--- config.mk ---
export PLATFORM = sky130hd
export DESIGN_NAME = serial_adder
export DESIGN_NICKNAME = d
export VERILOG_FILES = /design/src/rtl/serial_adder_pkg.sv /design/src/rtl/serial_adder_fa_bit_cell.sv /design/src/rtl/serial_adder.sv
export SDC_FILE = /design/constraint.sdc
export NUM_CORES = 1
export LEC_CHECK = 0
export ABC_AREA = 1
export ABC_CLOCK_PERIOD_IN_PS = 1400
export CAP_MARGIN = 0
export CORE_MARGIN = 5
export CORE_UTILIZATION = 40
export DETAILED_ROUTE_END_ITERATION = 7
export PLACE_DENSITY = 0.61
export SYNTH_ARGS = -nofsm -noshare
export SYNTH_HDL_FRONTEND = slang
export SYNTH_SLANG_ARGS = --single-unit
--- constraint.sdc ---
create_clock -name clk -period 1.4 [get_ports clk]
set_input_delay 0.21 -clock clk [delete_from_list [all_inputs] [get_ports clk]]
set_output_delay 0.21 -clock clk [all_outputs]
set_load 0.03 [all_outputs]
--- src/rtl/serial_adder_pkg.sv ---
// serial_adder_pkg: shared state encoding and counter sizing for the bit-serial adder
package serial_adder_pkg;
    typedef enum logic [1:0] {IDLE = 2'd0, RUN = 2'd1, DONE = 2'd2} state_t;
    function automatic int cnt_w(input int w);
        return $clog2(w + 1);
    endfunction
endpackage

--- src/rtl/serial_adder_fa_bit_cell.sv ---
// fa_bit_cell: gate-level one-bit full adder
module fa_bit_cell (
    input  logic a,
    input  logic b,
    input  logic c,
    output logic s,
    output logic co
);
    logic x;
    assign x  = a ^ b;
    assign s  = x ^ c;
    assign co = (a & b) | (x & c);
endmodule

--- src/rtl/serial_adder.sv ---
// serial_adder: LSB-first bit-serial adder with start/busy/done handshake
module serial_adder
    import serial_adder_pkg::*;
#(
    parameter int WIDTH = 8
) (
    input  logic             clk,
    input  logic             rst,
    input  logic             start,
    input  logic [WIDTH-1:0] a,
    input  logic [WIDTH-1:0] b,
    input  logic             cin,
    output logic             busy,
    output logic             done,
    output logic [WIDTH-1:0] sum,
    output logic             cout
);
    localparam int CW = cnt_w(WIDTH);
    state_t state;
    logic [WIDTH-1:0] sa, sb, sr, sr_next;
    logic [CW-1:0] count;
    logic c, s, co;
    fa_bit_cell u_cell (.a(sa[0]), .b(sb[0]), .c(c), .s(s), .co(co));
    // shift form stays legal for WIDTH=1, where sr>>1 is simply zero
    assign sr_next = (WIDTH'(s) << (WIDTH - 1)) | (sr >> 1);
    always_ff @(posedge clk) begin
        if (rst) begin
            state <= IDLE;
            busy  <= 1'b0;
            done  <= 1'b0;
            sum   <= '0;
            cout  <= 1'b0;
            sa    <= '0;
            sb    <= '0;
            sr    <= '0;
            c     <= 1'b0;
            count <= '0;
        end else begin
            case (state)
                RUN: begin
                    sa    <= sa >> 1;
                    sb    <= sb >> 1;
                    sr    <= sr_next;
                    c     <= co;
                    count <= count + 1'b1;
                    if (count == CW'(WIDTH - 1)) begin
                        sum   <= sr_next;
                        cout  <= co;
                        busy  <= 1'b0;
                        done  <= 1'b1;
                        state <= DONE;
                    end
                end
                default: begin
                    done <= 1'b0;
                    if (start) begin
                        sa    <= a;
                        sb    <= b;
                        c     <= cin;
                        sr    <= '0;
                        count <= '0;
                        busy  <= 1'b1;
                        state <= RUN;
                    end else begin
                        busy  <= 1'b0;
                        state <= IDLE;
                    end
                end
            endcase
        end
    end
endmodule

==> results of run 1 <==
-- timing repair --
| action | 4_1_cts | 5_1_grt |
|---|---|---|
| pin swaps | 0 | 0 |
| setup endpoints to repair | 11 | 7 |
| resized for setup | 11 | 3 |
-- cells in the mapped netlist (all sizes together) --
master and instances:
dfxtp 40, o21ai 15, nand2 72, ha 1
fa 1, a211oi 2, nand3 51, buf 10
nor2 14, a21oi 2, inv 28
-- power by group --
part / leakage (nW) / switching [W] / internal [W]
combinational: 0.697 / 0.000147 / 0.000135
sequential: 0.326 / 0.0000252 / 0.00117
clock: 0.0434 / 0.000418 / 0.000399
total: 1.07 / 0.000591 / 0.00171
-- worst paths after layout --
| kind | end | slack (ps) | from |
|---|---|---|---|
| max | busy | 80 | state[0]$_SDFFE_PP0P_ |
| min | sb[0]$_SDFFE_PP0P_ | 440 | sb[1]$_SDFFE_PP0P_ |
| max reg2reg | sum[7]$_SDFFE_PP0P_ | 190 | count[0]$_SDFFE_PP0P_ |
| min reg2reg | sb[0]$_SDFFE_PP0P_ | 440 | sb[1]$_SDFFE_PP0P_ |
-- cells by family after synthesis --
logic type	count (synthesis)	synth area share [%]
buffers and inverters	38	11.1
DFF	40	44.7
and+or+nand+nor	137	36.8
AOI/OAI and AO/OA	19	5.59
adders and majority gates	2	1.82
-- worst register-to-register path, stage by stage, from the launching register on --
cell and delay (ps):
sky130_fd_sc_hd__dfxtp_2 340, sky130_fd_sc_hd__ha_1 200, sky130_fd_sc_hd__nand2_1 80, sky130_fd_sc_hd__nor2_1 40
sky130_fd_sc_hd__buf_4 150, sky130_fd_sc_hd__nand2_2 120, sky130_fd_sc_hd__inv_2 80, sky130_fd_sc_hd__nand2_1 60
sky130_fd_sc_hd__nand2_1 40
-- metrics by stage --
stage / instance area (µm²) / utilization, %
floorplan: 1790 / -
global placement: 2180 / 50.2
detailed placement: 2180 / 50.2
CTS: 2270 / 52.1
global route: 2280 / 52.3
finish: 2280 / 52.3
-- flip-flops by register name, indices dropped and copies added, names as in the netlist --
signal and flops:
done 1, sr 7, sum 8, c 1, sa 8, state 2, count 4, cout 1
sb 8
-- per-layer routing --
layer / part of all wire [%] / vias to the layer above / GRT usage (%)
li1: - / 826 / -
met1: 49 / 685 / 16.5
met2: 45 / 31 / 21.1
met3: 4.5 / 6 / 3.63
met4: 1.3 / 0 / 4.72
met5: 0 / - / 0
-- area by class of cell --
cell class / instances / share of cell area, %
clock buffer: 6 / 3.63
timing repair buffer: 43 / 18.0
sequential: 40 / 35.2
multi-input combinational: 158 / 35.0
tap: 52 / 2.86
clock inverter: 2 / 0.660
inverter: 28 / 4.62
==> out/metrics.yaml, run 1 <==
result_of_the_run: "complete, no violations"
critical_path_cell_count: 1
cts-root-buf: "sky130_fd_sc_hd__clkbuf_8"
detail_route.vias_per_cell: 4.71
synth_seq_area_share_pct: 44.7
instances_no_fill: 329
critical_path.max_stage_delay_ps: 420
final_common_cell: "sky130_fd_sc_hd__nand2_1"
die_w_um: 76.9
ff2ff_path_depth: 8
dp_cells: 321
cts_buffer_depth: 2
min_path_type: "register to register"
synth_top_area_cell: "sky130_fd_sc_hd__dfxtp_1"
cts_post_setup_buffers_inserted: 0
critPathCaptureType: "output port"
cts_tree: "done"
ys_top_cells_by_area: "sky130_fd_sc_hd__dfxtp_1, sky130_fd_sc_hd__nand2_1, sky130_fd_sc_hd__nand3_1"
slew-limit-headroom_pct: 78.3
cell_with_the_largest_stage_delay_on_the_worst_path: "sky130_fd_sc_hd__dfxtp_1"
yosys_warnings: 0
maxSlewViolCount: 0
cts_hold_buf: 0
layout_common_cells: "sky130_fd_sc_hd__nand2_1, sky130_fd_sc_hd__nand3_1, sky130_fd_sc_hd__dfxtp_1"
drt_iter0_markers: 55
tritoncts.num_buffers: 5
clock_skew_ps: 11.0
timing.hold.worst_path_depth: 2
ir_worst_vdd_mv: 0.588
rsz_0062_raised_after_global_routing: "false"
gp_congestion: 0.761
gr-usage-all-layers_pct: 13.1
critical_path.n_buffers_inverters: 1
post_drt_antenna_nets: 0
dr.pass1.iters: 4
finalWorstPathRequiredPeriod_ps: 1320
path_clk_slew_ps: 80
synth.net_count: 258
p_leak_nw: 1.07
port_buffers: 30
drive_above_1_share_pct: 15.5
regArea_um2: 802
clock_insertion_delay_worst_skew_ps: 290
drt_drc_violations_left: 0
wirelength_um: 3590
pre_cts_ws_ps: 22.2
cts_sinks: 40
syn-cell-area_um2: 1790
timing.critical_path.from_type: "register"
synth.lib_cells_used.distinct: 20
synth_top_area_share_pct: 44.7
antenna_found_initial: 0
flow.area_growth_from_synthesis_pct: 27.1
critPathRequiredTime_ps: 1190
cap_viol_max_count: 0
arrival_ps: 1110
critPathTopFamily: "flip-flops"
die_outline_area_um2: 5910
area_taken_by_multi_input_logic_gates_um2: 796
routed-via-count: 1548
cellPowerDensity_nw_per_um2: 1010
fmaxAchievable_mhz: 759
critPathMaxFanout: 3
finalNetCount: 298
yosys_register_bits: 40
cts-htree-levels: 2
std_cell_rows: 24
via_count_of_the_first_global_routing_pass: 1472
grt_pass1_wl_um: 6420
crit_chain: "clkdlybuf4s15_1"
worst-slew-pin-transition_ps: 324
postLayoutSetupSlackWorst_ps: 82.3
finalPower_w: 0.00230
effective_utilization_at_floorplan_pct: 41.1
postSynthAreaPerCell_um2: 7.59
worstSetupPathType: "register to output port"
total_negative_setup_slack_ps: 0
timing.final.hold_violations: 0
setup_viol: 0
syn_inst: 236
top_level_ports: 31
hpwl_after_detailed_placement_um: 2600
pin_count_of_the_biggest_net_entering_global_routing: 22
filler_cell_count: 446
overflow: 0
fp.dieH_um: 76.9
antenna_diode_count: 0
wl_per_cell_um: 10.9
final.hold.worst_slack_ps: 445
floorplan.core_area_um2: 4350
final_critical_path_share_of_the_clock_period_pct: 94.1
No activity file was read; power rests on OpenSTA's default activity.
==> run 2: changes to the inputs <==
--- a/config.mk
+++ b/config.mk
@@ -11,6 +11,7 @@
 export CORE_MARGIN = 5
 export CORE_UTILIZATION = 40
 export DETAILED_ROUTE_END_ITERATION = 7
+export HOLD_SLACK_MARGIN = 0.05
 export PLACE_DENSITY = 0.61
 export SYNTH_ARGS = -nofsm -noshare
 export SYNTH_HDL_FRONTEND = slang
==> results of run 2 <==
Same layout as run 1: the final DEF is identical, and so are final timing and power.
